<file path="src/rtl/probe_scanner_pkg.sv">
// probe_scanner shared types and constants
// display tag width, invalid marker, FSM encoding
package probe_scanner_pkg;

  localparam int PROBE_TAG_W = 4;
  localparam logic [31:0] PROBE_INVALID = 32'hFFFF_FFFF;

  typedef enum logic [1:0] {
    RUN    = 2'd0,
    HOLD   = 2'd1,
    FROZEN = 2'd2
  } scanState_t;

endpackage

</file>
<file path="src/rtl/probe_scanner_if.sv">
// probe_scanner interface: probe inputs, controls, display word
// master drives probes/controls, slave is the scanner
interface probe_scanner_if #(
  parameter int N_PROBES = 8,
  parameter int XLEN     = 32,
  parameter int IDX_W    = 3
);

  logic                     en;
  logic                     freeze;
  logic                     step_btn;
  logic [IDX_W-1:0]         idx_lo;
  logic [IDX_W-1:0]         idx_hi;
  logic [N_PROBES*XLEN-1:0] probe_bus;
  logic [N_PROBES-1:0]      probe_valid;
  logic [XLEN-1:0]          disp_data;
  logic [IDX_W-1:0]         disp_idx;
  logic                     disp_valid;
  logic                     frozen;

  modport master (
    output en, freeze, step_btn,
    output idx_lo, idx_hi,
    output probe_bus, probe_valid,
    input  disp_data, disp_idx,
    input  disp_valid, frozen
  );

  modport slave (
    input  en, freeze, step_btn,
    input  idx_lo, idx_hi,
    input  probe_bus, probe_valid,
    output disp_data, disp_idx,
    output disp_valid, frozen
  );

endinterface

</file>
<file path="src/rtl/probe_scanner_next_idx.sv">
// probe_next_idx: wrap-around search for the next valid
// probe inside the scan window; also reports window start
module probe_next_idx
  import probe_scanner_pkg::*;
#(
  parameter int N_PROBES = 8,
  parameter int IDX_W    = 3
) (
  input  logic [IDX_W-1:0]    idx,
  input  logic [IDX_W-1:0]    idxLo,
  input  logic [IDX_W-1:0]    idxHi,
  input  logic [N_PROBES-1:0] mask,
  output logic [IDX_W-1:0]    nextIdx,
  output logic [IDX_W-1:0]    winStart,
  output logic                inWin
);

  logic             full;
  logic             found;
  logic [IDX_W-1:0] winEnd;
  logic [IDX_W-1:0] cand;
  int               span;
  int               pos;
  int               c;

  // window bounds, then scan offsets 1..span-1 from idx
  always_comb begin
    full     = idxLo > idxHi;
    winStart = full ? '0 : idxLo;
    winEnd   = full ? IDX_W'(N_PROBES - 1) : idxHi;
    inWin    = (idx >= winStart) && (idx <= winEnd);
    span     = int'(winEnd) - int'(winStart) + 1;
    pos      = int'(idx) - int'(winStart);
    nextIdx  = idx;
    found    = 1'b0;
    c        = 0;
    cand     = '0;
    for (int k = 1; k < N_PROBES; k++) begin
      c = pos + k;
      if (c >= span)
        c = c - span;
      cand = IDX_W'(int'(winStart) + c);
      if (!found && (k < span) && mask[cand]) begin
        found   = 1'b1;
        nextIdx = cand;
      end
    end
  end

endmodule

</file>
<file path="src/rtl/probe_scanner.sv">
// probe_scanner: debug display sequencer for seg7x16
// auto dwell scan, hold, freeze snapshot with single step
module probe_scanner
  import probe_scanner_pkg::*;
#(
  parameter int N_PROBES = 8,
  parameter int XLEN     = 32,
  parameter int DWELL    = 4,
  parameter int IDX_W    = 3
) (
  input  logic            CLK_TEST,
  input  logic            rstn,
  probe_scanner_if.slave  bus
);

  localparam int DW_W = (DWELL > 1) ? $clog2(DWELL) : 1;
  localparam logic [DW_W-1:0] DW_LAST = DW_W'(DWELL - 1);

  scanState_t              state;
  scanState_t              stateNx;
  logic [IDX_W-1:0]        idx;
  logic [IDX_W-1:0]        idxNx;
  logic [DW_W-1:0]         dwellCnt;
  logic [DW_W-1:0]         dwellNx;
  logic                    freezeQ;
  logic                    stepQ;
  logic [XLEN-1:0]         snapData [N_PROBES];
  logic [N_PROBES-1:0]     snapValid;

  logic                    freezeRise;
  logic                    freezeFall;
  logic                    stepRise;
  logic [N_PROBES-1:0]     searchMask;
  logic [IDX_W-1:0]        nextIdx;
  logic [IDX_W-1:0]        winStart;
  logic                    inWin;
  logic [XLEN-1:0]         liveWord;
  logic [XLEN-1:0]         selWord;
  logic                    selValid;
  logic [PROBE_TAG_W-1:0]  tag;

  assign freezeRise = bus.freeze & ~freezeQ;
  assign freezeFall = ~bus.freeze & freezeQ;
  assign stepRise   = bus.step_btn & ~stepQ;

  // frozen browsing walks the captured mask
  assign searchMask = (state == FROZEN) ?
                      snapValid : bus.probe_valid;

  probe_next_idx #(
    .N_PROBES (N_PROBES),
    .IDX_W    (IDX_W)
  ) u_next (
    .idx      (idx),
    .idxLo    (bus.idx_lo),
    .idxHi    (bus.idx_hi),
    .mask     (searchMask),
    .nextIdx  (nextIdx),
    .winStart (winStart),
    .inWin    (inWin)
  );

  assign liveWord = bus.probe_bus[int'(idx)*XLEN +: XLEN];
  assign selWord  = (state == FROZEN) ? snapData[idx] : liveWord;
  assign selValid = (state == FROZEN) ?
                    snapValid[idx] : bus.probe_valid[idx];
  assign tag = PROBE_TAG_W'(idx) + PROBE_TAG_W'(1);

  // edge detectors for freeze level and step button
  always_ff @(posedge CLK_TEST or negedge rstn) begin
    if (!rstn) begin
      freezeQ <= 1'b0;
      stepQ   <= 1'b0;
    end else begin
      freezeQ <= bus.freeze;
      stepQ   <= bus.step_btn;
    end
  end

  // capture every probe and the mask on entry to FROZEN
  always_ff @(posedge CLK_TEST or negedge rstn) begin
    if (!rstn) begin
      for (int i = 0; i < N_PROBES; i++)
        snapData[i] <= '0;
      snapValid <= '0;
    end else if (freezeRise && state != FROZEN) begin
      for (int i = 0; i < N_PROBES; i++)
        snapData[i] <= bus.probe_bus[i*XLEN +: XLEN];
      snapValid <= bus.probe_valid;
    end
  end

  // state, index and dwell registers
  always_ff @(posedge CLK_TEST or negedge rstn) begin
    if (!rstn) begin
      state    <= RUN;
      idx      <= '0;
      dwellCnt <= '0;
    end else begin
      state    <= stateNx;
      idx      <= idxNx;
      dwellCnt <= dwellNx;
    end
  end

  // next state; out-of-window snap overrides any advance
  always_comb begin
    stateNx = state;
    idxNx   = idx;
    dwellNx = dwellCnt;
    unique case (state)
      RUN: begin
        if (freezeRise)
          stateNx = FROZEN;
        else if (!bus.en)
          stateNx = HOLD;
        else if (dwellCnt == DW_LAST) begin
          idxNx   = nextIdx;
          dwellNx = '0;
        end else
          dwellNx = dwellCnt + 1'b1;
      end
      HOLD: begin
        if (freezeRise)
          stateNx = FROZEN;
        else if (bus.en) begin
          stateNx = RUN;
          dwellNx = '0;
        end
      end
      FROZEN: begin
        if (freezeFall) begin
          stateNx = RUN;
          dwellNx = '0;
        end else if (stepRise)
          idxNx = nextIdx;
      end
      default: stateNx = RUN;
    endcase
    if (!inWin) begin
      idxNx   = winStart;
      dwellNx = '0;
    end
  end

  // registered display word, one cycle behind idx
  always_ff @(posedge CLK_TEST or negedge rstn) begin
    if (!rstn) begin
      bus.disp_data  <= '0;
      bus.disp_idx   <= '0;
      bus.disp_valid <= 1'b0;
      bus.frozen     <= 1'b0;
    end else begin
      bus.disp_data  <= selValid ?
        {tag, selWord[XLEN-PROBE_TAG_W-1:0]} :
        XLEN'(PROBE_INVALID);
      bus.disp_idx   <= idx;
      bus.disp_valid <= selValid;
      bus.frozen     <= (state == FROZEN);
    end
  end

endmodule

</file>
<file path="src/flat_wrapper.sv">
// flat-port wrapper written by rule: the top's interface ports become plain ports
module probe_scanner_flat import probe_scanner_pkg::*;
#(
  parameter int N_PROBES = 8,
  parameter int XLEN     = 32,
  parameter int DWELL    = 4,
  parameter int IDX_W    = 3
)
  (CLK_TEST, rstn, bus_en, bus_freeze, bus_step_btn, bus_idx_lo, bus_idx_hi, bus_probe_bus, bus_probe_valid, bus_disp_data, bus_disp_idx, bus_disp_valid, bus_frozen);
  probe_scanner_if #(.N_PROBES(N_PROBES), .XLEN(XLEN), .IDX_W(IDX_W)) bus_i ();
  input  logic CLK_TEST;
  input  logic rstn;
  input wire logic [$bits(bus_i.en)-1:0] bus_en;
  input wire logic [$bits(bus_i.freeze)-1:0] bus_freeze;
  input wire logic [$bits(bus_i.step_btn)-1:0] bus_step_btn;
  input wire logic [$bits(bus_i.idx_lo)-1:0] bus_idx_lo;
  input wire logic [$bits(bus_i.idx_hi)-1:0] bus_idx_hi;
  input wire logic [$bits(bus_i.probe_bus)-1:0] bus_probe_bus;
  input wire logic [$bits(bus_i.probe_valid)-1:0] bus_probe_valid;
  output wire logic [$bits(bus_i.disp_data)-1:0] bus_disp_data;
  output wire logic [$bits(bus_i.disp_idx)-1:0] bus_disp_idx;
  output wire logic [$bits(bus_i.disp_valid)-1:0] bus_disp_valid;
  output wire logic [$bits(bus_i.frozen)-1:0] bus_frozen;
  assign bus_i.en = bus_en;
  assign bus_i.freeze = bus_freeze;
  assign bus_i.step_btn = bus_step_btn;
  assign bus_i.idx_lo = bus_idx_lo;
  assign bus_i.idx_hi = bus_idx_hi;
  assign bus_i.probe_bus = bus_probe_bus;
  assign bus_i.probe_valid = bus_probe_valid;
  assign bus_disp_data = bus_i.disp_data;
  assign bus_disp_idx = bus_i.disp_idx;
  assign bus_disp_valid = bus_i.disp_valid;
  assign bus_frozen = bus_i.frozen;
  probe_scanner #(.N_PROBES(N_PROBES), .XLEN(XLEN), .DWELL(DWELL), .IDX_W(IDX_W)) u_core (.CLK_TEST(CLK_TEST), .rstn(rstn), .bus(bus_i));
endmodule
</file>
<file path="config.mk">
export PLATFORM = sky130hd
export DESIGN_NAME = probe_scanner_flat
export DESIGN_NICKNAME = d
export VERILOG_FILES = /design/src/rtl/probe_scanner_pkg.sv /design/src/rtl/probe_scanner_if.sv /design/src/rtl/probe_scanner_next_idx.sv /design/src/rtl/probe_scanner.sv /design/src/flat_wrapper.sv
export SDC_FILE = /design/constraint.sdc
export NUM_CORES = 1
export LEC_CHECK = 0
export CORE_MARGIN = 3
export CORE_UTILIZATION = 45
export CTS_CLUSTER_DIAMETER = 80
export CTS_CLUSTER_SIZE = 12
export DETAILED_ROUTE_END_ITERATION = 16
export DONT_BUFFER_PORTS = 1
export PLACE_DENSITY_LB_ADDON = 0.3
export RECOVER_POWER = 100
export SETUP_SLACK_MARGIN = 0.15
export SLEW_MARGIN = 20
export SYNTH_ARGS = -nofsm -noshare
export SYNTH_HDL_FRONTEND = slang
export SYNTH_SLANG_ARGS = --single-unit
</file>
<file path="constraint.sdc">
create_clock -name CLK_TEST -period 22.4 [get_ports CLK_TEST]
set_input_delay 2.24 -clock CLK_TEST [delete_from_list [all_inputs] [get_ports CLK_TEST]]
set_output_delay 2.24 -clock CLK_TEST [all_outputs]
set_load 0.05 [all_outputs]
</file>
# Yosys cells after proc, flatten, opt, wreduce, memory -nomap -nowiden
# Cells that the tools add are included.
# Widths: inputs -> output; s select.
# word_totals
n_memories	0
word_cells	186
reg_bits	310
out_inout_bits	37
input_bits	275
mem_bits_ro	0
latchBits	0
ram_bits	0
# classes
mul	0
n_reduce_logical	25
shifts	1
n_mux	66
eq_ne	17
add_sub_neg	26
bitwise	7
n_lt_le_gt_ge	26
div	0
# ops
op	n
$shiftx 256x9->28	1
$bmux 32 s3	1
$mux 28	3
$mux 3	22
$ge 5x5->1	7
$lt 3x4->1 const B	8
$mux 32	1
$bmux 1 s3	9
$add 3x3->3	7
$ne 3x3->1 const B	7
$sub 3x3->3	7
$add 4x4->5 const B	4
$lt 4x5->1 const A	4
$mux 2	10
$mux 1	16
$logic_and 1x1->1	15
$ne 3x2->1 const B	4
$pmux 2 s3	2
$reduce_and 6->1	2
$add 4x2->5 const B	2
$add 4x3->5 const B	2
$lt 3x5->1 const A	2
$mux 8	1
$sub 3x3->4	2
other kinds (19)	29

# Logic depth before layout (Yosys ltp)
# Gate-level depths: netlist of the first run.
# depth
word_depth	40
depth_mapped	38
mapped_depth_nobuf	35

# Hierarchy
# Synthesis of the first run repeated with hierarchy kept, for this count alone.
# hier_totals
cells_unflattened	1312
hier_area_um2	17352.9
# modules_own_cells
mod	cells_per_inst	seq_area_each_um2	area_each_um2	n_inst
probe_scanner	843	6956.7	13586.8	1
probe_next_idx	469	0.0	3766.1	1

# Worst setup path after synthesis of the first run
# No wires, ideal clock.
# synth_timing
kind	input port to flip-flop
from	input bus_idx_lo[0]
to	register u_core.idx[2]
n_path_buf	3
setup_ns	0.126
setup_slack_ns	12.806
arrival_time_ns	9.468
cell_stages	33
required_time_ns	22.274
cell_sequence	buf_4 inv_1 ha_1 and3_1 buf_4 a21oi_4 buf_6 nor2_1 inv_1 fa_1 inv_1 fa_1 inv_1 ha_1 nand2_1 and3_1 nor3_1 o311ai_4 ha_1 o311a_1 a221o_1 nand2_1 nor2_1 a21oi_1 ha_1 inv_1 fa_1 mux4_2 nor3b_1 or3_4 and3_4 o311a_1 o32a_1
# synth_via
elab_chain_len	40
word_cells_on_any_way	111
classes_between	add/sub (24); order compare (17); eq/ne (6); mux (43); reduce/logical (21)
# synth_rtl
item	line	source
start, declared	flat_wrapper.sv:16	input wire logic [$bits(bus_i.idx_lo)-1:0] bus_idx_lo;
$gt 3x3->1	probe_scanner_next_idx.sv:28	full = idxLo > idxHi;
$mux 3, on equally long branches	probe_scanner_next_idx.sv:29, probe_scanner_next_idx.sv:30	
$sub 3x3->4, on equally long branches	probe_scanner_next_idx.sv:33, probe_scanner_next_idx.sv:32	
$add 4x2->5, on equally long branches	probe_scanner_next_idx.sv:39, probe_scanner_next_idx.sv:32	
$ge 5x5->1 / $sub 3x3->3 (equally long branches)	probe_scanner_next_idx.sv:40, probe_scanner_next_idx.sv:41	
$mux 3	probe_scanner_next_idx.sv:40	if (c >= span)
$add 3x3->3	probe_scanner_next_idx.sv:42	cand = IDX_W'(int'(winStart) + c);
$bmux 1 s3	probe_scanner_next_idx.sv:43	if (!found && (k < span) && mask[cand]) begin
(+23 left out)	--	
$logic_not 1->1	probe_scanner_next_idx.sv:43	
$logic_and 1x1->1 (2 in a row)	probe_scanner_next_idx.sv:43	
$mux 3	probe_scanner_next_idx.sv:43	
$mux 3	probe_scanner.sv:117	else if (dwellCnt == DW_LAST) begin
$mux 3	probe_scanner.sv:115	else if (!bus.en)
$mux 3	probe_scanner.sv:113	if (freezeRise)
$pmux 3 s2	probe_scanner.sv:111	unique case (state)
$mux 3	probe_scanner.sv:140	if (!inWin) begin
end signal, assigned	probe_scanner.sv:101	idx <= idxNx;
end, declared	probe_scanner.sv:21	logic [IDX_W-1:0] idx;
# Several ways; a longest one is shown, not always the timed one. The select of a mux whose other input is x is not followed.
# A chain may end at the register's enable or synchronous reset.

# Worst setup path in the final report of the first run
# layout_timing
from	input bus_freeze
to	register u_core.snapData[194] (netlist name)
# layout_via
elab_chain_len	2
# layout_rtl
item	line	source
start, declared	flat_wrapper.sv:14	input wire logic [$bits(bus_i.freeze)-1:0] bus_freeze;
$and 1x1->1	probe_scanner.sv:42	assign freezeRise = bus.freeze & ~freezeQ;
$logic_and 1x1->1	probe_scanner.sv:86	end else if (freezeRise && state != FROZEN) begin
end signal, assigned by index	probe_scanner.sv:88	snapData[i] <= bus.probe_bus[i*XLEN +: XLEN];
end, declared	probe_scanner.sv:27	logic [XLEN-1:0] snapData [N_PROBES];
# No other way between the ends.

==> impl_metrics.csv, run 1 <==
group,metric,value,unit
worst_setup_path,rr_startpoint,"u_core.state[0]",
clock_network,cts_max_level,1,
layout,design.final.nets,1586,
synthesis,total_of_flip_flops_plus_latches_after_synthesis,278,
worst_setup_path,timing.critical_path.required,22.83,ns
sta,unrepaired_setup_endpoints_after_global_routing,"false",
worst_setup_path,crit_path_frequent_cell,"sky130_fd_sc_hd__clkbuf_1",
routing,wl_per_cell,24.13,um
synthesis,syn-cell-area,17380,um2
clock_network,clock_insertion_delay_worst_skew,0.58,ns
routing,detailedRoute.firstPassIterationCount,5,
floorplan,design.portCount,312,
worst_setup_path,worstPathArrival,12.94,ns
synthesis,async_set_reset_flop_share_out_of_synthesis,100.0,%
synthesis,synth-seq-area-share,40.02,%
synthesis,synth.mux.area_fraction,37.29,%
sta,slew_headroom,-240.9,%
sta,timing.final.setup_violations,0,
worst_setup_path,crit_path_max_incr_delay,3.67,ns
global_route,grt_antenna_before_repair,0,
sta,report.final.slew_viol_count,451,
floorplan,die_h,202.6,um
clock_network,post_cts_setup_buffer_count,0,
global_route,global_route_wire_length_before_repair,67170,um
run_status,status,"complete, but fails checks",
clock_network,cts-hold-fix-buffers,0,
worst_setup_path,crit_path_top_delay_cell,"sky130_fd_sc_hd__and2_0",
worst_setup_path,reg2reg_slack,10.73,ns
sta,slew_worst_pin,5.110,ns
worst_setup_path,timing.reg2reg.worst_path_depth,7,
min_path,hold_end,"u_core.snapData[177]",
floorplan,floorplan.initialDensity,45.94,%
synthesis,synth_simple_gate_area_share,6.161,%
global_route,gr-usage-all-layers,20.68,%
routing,num_vias,10920,
layout,antenna_cells_inserted,0,
floorplan,fp.dieArea,41030,um2
floorplan,die_w,202.6,um
sta,share_of_the_clock_period_used_by_the_worst_path,55.84,%
synthesis,synthXorXnorAreaFrac,2.174,%
routing,drc_markers,0,
layout,stdcell_count,1767,
synthesis,synthDistinctLibCells,84,
routing,antenna_violating_nets_post_route,0,
synthesis,yosys.area_share.adder,4.765,%
worst_setup_path,cp_cell_sequence,"nor2b_1 > and2_0 > clkbuf_1 > clkbuf_1 > mux2_2",
global_route,first_global_vias,11520,
min_path,hold_start,"u_core.snapData[177]",
routing,via_per_inst,6.181,
clock_network,cts_made_buffers,28,
synthesis,yosys_warning_count,0,
sta,final_total_negative_setup_slack,0,ns
routing,routed_wire_length,42640,um
layout,post_route_cells_drive_above_1_share,36.31,%
worst_setup_path,r2r_end,"u_core.snapData[194]",
sta,hold-worst-slack,0.5013,ns
min_path,hold_path.class,"flop to flop",
synthesis,synth.largest_area_cell,"sky130_fd_sc_hd__dfrtp_1",
synthesis,yosysTopAreaCellShare,40.02,%
clock_network,clock_sinks,278,
job,max_cap_violations,8,
layout,filler_cell_count,3299,
sta,max_clock_freq,0.07995,GHz
synthesis,number_of_enable_type_register_cells_in_the_synthesized_netlist,0,
clock_network,cts_root_buf,"sky130_fd_sc_hd__clkbuf_16",
placement,place.detailed.hpwl,29850,um
placement,place.detailed.instances,1733,
sta,fin_skew,0.03697,ns
layout,area_growth_syn_to_layout,6.456,%
clock_network,clock_tree.buffer_depth,3,
synthesis,synth.avg_cell_area,13.50,um2
run_status,failing_checks,"max-capacitance violations, max-slew violations",
global_route,grt_start_max_net_pins,279,
synthesis,syn-num-nets,1622,
global_route,grt-ovfl-total,0,
worst_setup_path,setup.worst_path.start_class,"primary input",
clock_network,cts.repair.resized,0,
floorplan,core_area,37840,um2
min_path,hold_path_depth,1,
routing,initialDrtViolationCount,745,
sta,timing_hold_violations_final,0,
worst_setup_path,path_class,"primary input to flop",
synthesis,synth_top_family_by_area,"multiplexers",
placement,port-buffer-count,0,
synthesis,synth_flop_cell,"sky130_fd_sc_hd__dfrtp_1",
clock_network,tritoncts,"done",
clock_network,reg_clk_slew_reported_paths,0.06,ns
synthesis,synth_area_leaders,"sky130_fd_sc_hd__dfrtp_1, sky130_fd_sc_hd__mux4_2, sky130_fd_sc_hd__mux2_2",
worst_setup_path,cp-end-kind,"flop",
floorplan,rows,71,
synthesis,synth-compound-area-share,6.881,%
placement,routabilityCongestion,0.8918,
synthesis,syn-instance-count,1288,
worst_setup_path,critical_path_peak_fanout,86,
sta,period_minus_slack,12.51,ns
[worst max-delay path by stage]
stage,from,endpoint,slack [ns],cells past startpoint
2_1_floorplan,bus_idx_lo[0],u_core.idx[2],12.81,33
3_5_place_dp,bus_idx_lo[0],u_core.idx[2],11.71,30
3_3_place_gp,bus_idx_hi[2],u_core.idx[2],11.76,30
6_report,bus_freeze,u_core.snapData[194],9.89,5
5_1_grt,bus_freeze,u_core.snapData[130],8.94,5
4_1_cts,bus_idx_hi[2],u_core.idx[2],12.30,30
[synth_stat cells (all sizes together), types with 22 or more instances]
cell type	instances
clkbuf	53
o21ai	28
nand2	47
mux4	159
ha	50
mux2i	24
nand2b	37
buf	22
xnor2	37
mux2	236
inv	42
dfrtp	278
nor2	39
a21oi	44
[area by class of cell]
cell class	count	area, um2	share of cell area (%)
Clock buffer	30	718.2	3.881
Timing Repair Buffer	9	45.04	0.2434
Inverter	43	163.9	0.8857
Multi-Input combinational cell	892	9922	53.61
Tap cell	511	639.4	3.455
Clock inverter	4	56.30	0.3042
Sequential cell	278	6962	37.62
[metrics by stage]
step	cell area, um2	setup WS, ns	utilization [%]
final	18510	9.893	48.90
after global placement	17790	11.76	47.02
after CTS	18570	12.30	49.07
after floorplan	17380	12.81	-
after detailed placement	17790	11.71	47.02
after global routing	18510	8.936	48.90
[placed cells by master, fill, tap and decap left out, types with 6 or more instances in the layout]
master and n:
sky130_fd_sc_hd__a21oi_1 43, sky130_fd_sc_hd__fa_1 9, sky130_fd_sc_hd__a31oi_1 10, sky130_fd_sc_hd__a21o_1 10
sky130_fd_sc_hd__and3_1 6, sky130_fd_sc_hd__ha_1 50, sky130_fd_sc_hd__clkbuf_1 7, sky130_fd_sc_hd__inv_1 38
sky130_fd_sc_hd__nand2b_1 37, sky130_fd_sc_hd__nor3_1 16, sky130_fd_sc_hd__nand2_1 47, sky130_fd_sc_hd__xnor2_1 36
sky130_fd_sc_hd__dfrtp_1 276, sky130_fd_sc_hd__mux2i_1 23, sky130_fd_sc_hd__nand3_1 10, sky130_fd_sc_hd__or3_1 6
sky130_fd_sc_hd__nand4_1 6, sky130_fd_sc_hd__o21ai_0 27, sky130_fd_sc_hd__nor2_1 38, sky130_fd_sc_hd__mux2_2 236
sky130_fd_sc_hd__nor2b_1 9, sky130_fd_sc_hd__clkbuf_16 28, sky130_fd_sc_hd__mux4_2 159
[critical path: cells and delay by family]
family / cells / cell delay, ns
buf+inv: 2 / 6.21
simple gates: 2 / 3.85
mux: 1 / 0.50
[state kept, by name (all words and copies together) (netlist names)]
signal / cells
u_core.state: 2
u_core.bus.disp_data: 32
u_core.bus.disp_idx: 3
u_core.snapValid: 8
u_core.stepQ: 1
u_core.freezeQ: 1
u_core.bus.frozen: 1
u_core.snapData: 224
u_core.dwellCnt: 2
u_core.idx: 3
u_core.bus.disp_valid: 1
[cell families after synthesis]
logic type	after synthesis
simple gates	203
flops	278
mux	419
fa+ha+maj	61
xor+xnor	41
buf+inv	118
compound gates	168
[layer usage]
layer  GRT usage (%)  up-vias  wire length [um]
met4           5.890        0              1263
li1                -     4855                 -
met1           26.33     5654             16740
met2           33.47      344             20580
met5               0        -                 0
met3           7.632       68              4057
Power of run 1 is not shown: default switching activity piles up to over one toggle a cycle in this logic, so the estimate is an artifact.
==> run 2, diff against run 1 <==
Clock period 22.4 ns to 11.3 ns, I/O delays scaled along.
==> impl_metrics.csv, run 2 (synthesized netlist as in run 1, its figures left out) <==
group,metric,value,unit
worst_setup_path,reg2reg_slack,1.76,ns
placement,routabilityCongestion,0.8939,
layout,top_register,"u_core.snapData",
clock_network,cts_made_buffers,28,
clock_network,clock_sinks,278,
clock_network,clock_insertion_delay_worst_skew,0.58,ns
routing,routed_wire_length,42830,um
clock_network,cts_max_level,1,
layout,area_growth_syn_to_layout,6.758,%
clock_network,cts.repair.resized,0,
floorplan,core_area,37840,um2
routing,via_per_inst,6.188,
worst_setup_path,crit_path_top_delay_cell,"sky130_fd_sc_hd__clkbuf_1",
layout,reg_top3,"u_core.snapData x224, u_core.bus.disp_data x32, u_core.snapValid x8",
clock_network,clock_tree.buffer_depth,3,
clock_network,cts-hold-fix-buffers,0,
layout,design.final.nets,1585,
global_route,grt_start_max_net_pins,279,
routing,drc_markers,0,
clock_network,tritoncts,"done",
sta,timing_hold_violations_final,0,
routing,wl_per_cell,24.24,um
sta,timing.final.setup_violations,0,
worst_setup_path,critical_path_peak_fanout,34,
global_route,grt-ovfl-total,0,
placement,port-buffer-count,0,
layout,post_route_cells_drive_above_1_share,36.46,%
placement,place.detailed.hpwl,30010,um
sta,final_total_negative_setup_slack,0,ns
worst_setup_path,crit_path_max_incr_delay,2.24,ns
routing,antenna_violating_nets_post_route,0,
global_route,gr-usage-all-layers,20.78,%
sta,report.final.slew_viol_count,400,
clock_network,post_cts_setup_buffer_count,0,
worst_setup_path,timing.critical_path.required,11.73,ns
sta,unrepaired_setup_endpoints_after_global_routing,"false",
global_route,global_route_wire_length_before_repair,67540,um
min_path,hold_path.class,"primary input to async pin",
floorplan,die_w,202.6,um
routing,detailedRoute.firstPassIterationCount,5,
floorplan,die_h,202.6,um
placement,placement.cell_area,17800,um2
clock_network,cts_root_buf,"sky130_fd_sc_hd__clkbuf_16",
floorplan,design.portCount,312,
sta,slew_headroom,-213.0,%
global_route,grt_antenna_before_repair,0,
layout,antenna_cells_inserted,0,
layout,mostFrequentLayoutCell,"sky130_fd_sc_hd__dfrtp_1",
layout,finish.instance_area,18560,um2
run_status,status,"complete, but fails checks",
floorplan,fp.dieArea,41030,um2
clock_network,reg_clk_slew_reported_paths,0.06,ns
routing,initialDrtViolationCount,559,
floorplan,floorplan.initialDensity,45.94,%
worst_setup_path,path_class,"flop to flop",
sta,max_clock_freq,0.1049,GHz
worst_setup_path,cp-end-kind,"flop",
global_route,first_global_vias,11690,
sta,period_minus_slack,9.537,ns
routing,num_vias,10940,
layout,largest_reg_flops,224,
sta,slew_worst_pin,4.695,ns
layout,mostFrequentLayoutCells,"sky130_fd_sc_hd__dfrtp_1, sky130_fd_sc_hd__mux2_2, sky130_fd_sc_hd__mux4_2",
job,max_cap_violations,6,
worst_setup_path,worstPathArrival,9.97,ns
sta,share_of_the_clock_period_used_by_the_worst_path,84.40,%
worst_setup_path,setup.worst_path.start_class,"flop",
sta,fin_skew,0.03172,ns
floorplan,rows,71,
run_status,failing_checks,"max-capacitance violations, max-slew violations",
## run 2: path summary, 6_finish.rpt
check                                          start                       end  depth (start not counted)
worst max-delay path                   u_core.idx[2]             u_core.idx[1]                         25
worst min-delay path                            rstn  u_core.bus.disp_data[24]                          0
worst max register to register         u_core.idx[2]             u_core.idx[1]                         25
worst min register to register  u_core.snapData[247]      u_core.snapData[247]                          1
max in group asynchronous                       rstn   u_core.bus.disp_data[2]                          0
min in group CLK_TEST           u_core.snapData[247]      u_core.snapData[247]                          1
## run 2: through the flow
step | hold slack [ns] | setup WS (ns) | util [%] | instances
after CTS | 0.2268 | 2.290 | 49.19 | 1767
after floorplan | 0.4399 | 2.816 | - | 1288
after global routing | 0.2361 | 1.173 | 49.04 | 1767
after detailed placement | 0.4908 | 1.699 | 47.03 | 1732
after global placement | 0.4851 | 1.843 | 47.03 | 1732
final | 0.2655 | 1.763 | 49.04 | 1767
## run 2: routing by layer
metal	wire length [um]	vias up	global-route usage [%]
met1	16940	5692	26.48
met2	20720	337	34.19
met5	0	-	0
met4	1357	0	6.137
met3	3804	65	6.750
li1	-	4841	-
## run 2: cell type report
type / instances / area [um2]
fillers: 3310 / 19280
multi-input cells: 892 / 9930
flip-flops and latches: 278 / 6962
clock buffers: 30 / 708.2
well taps: 511 / 639.4
inverters: 43 / 163.9
clock inverters: 5 / 106.4
repair buffers: 8 / 50.05
## run 2: worst max-delay path, delay by kind of cell, from the launching register on
family                     cells  cell delay [ns]
adders and majority gates      5             2.39
muxes                          1             0.34
AOI/OAI and AO/OA              6             1.53
and+or+nand+nor                9             1.94
DFF                            1             0.36
buffers and inverters          4             2.85
Power of run 2 is left out for the same reason.
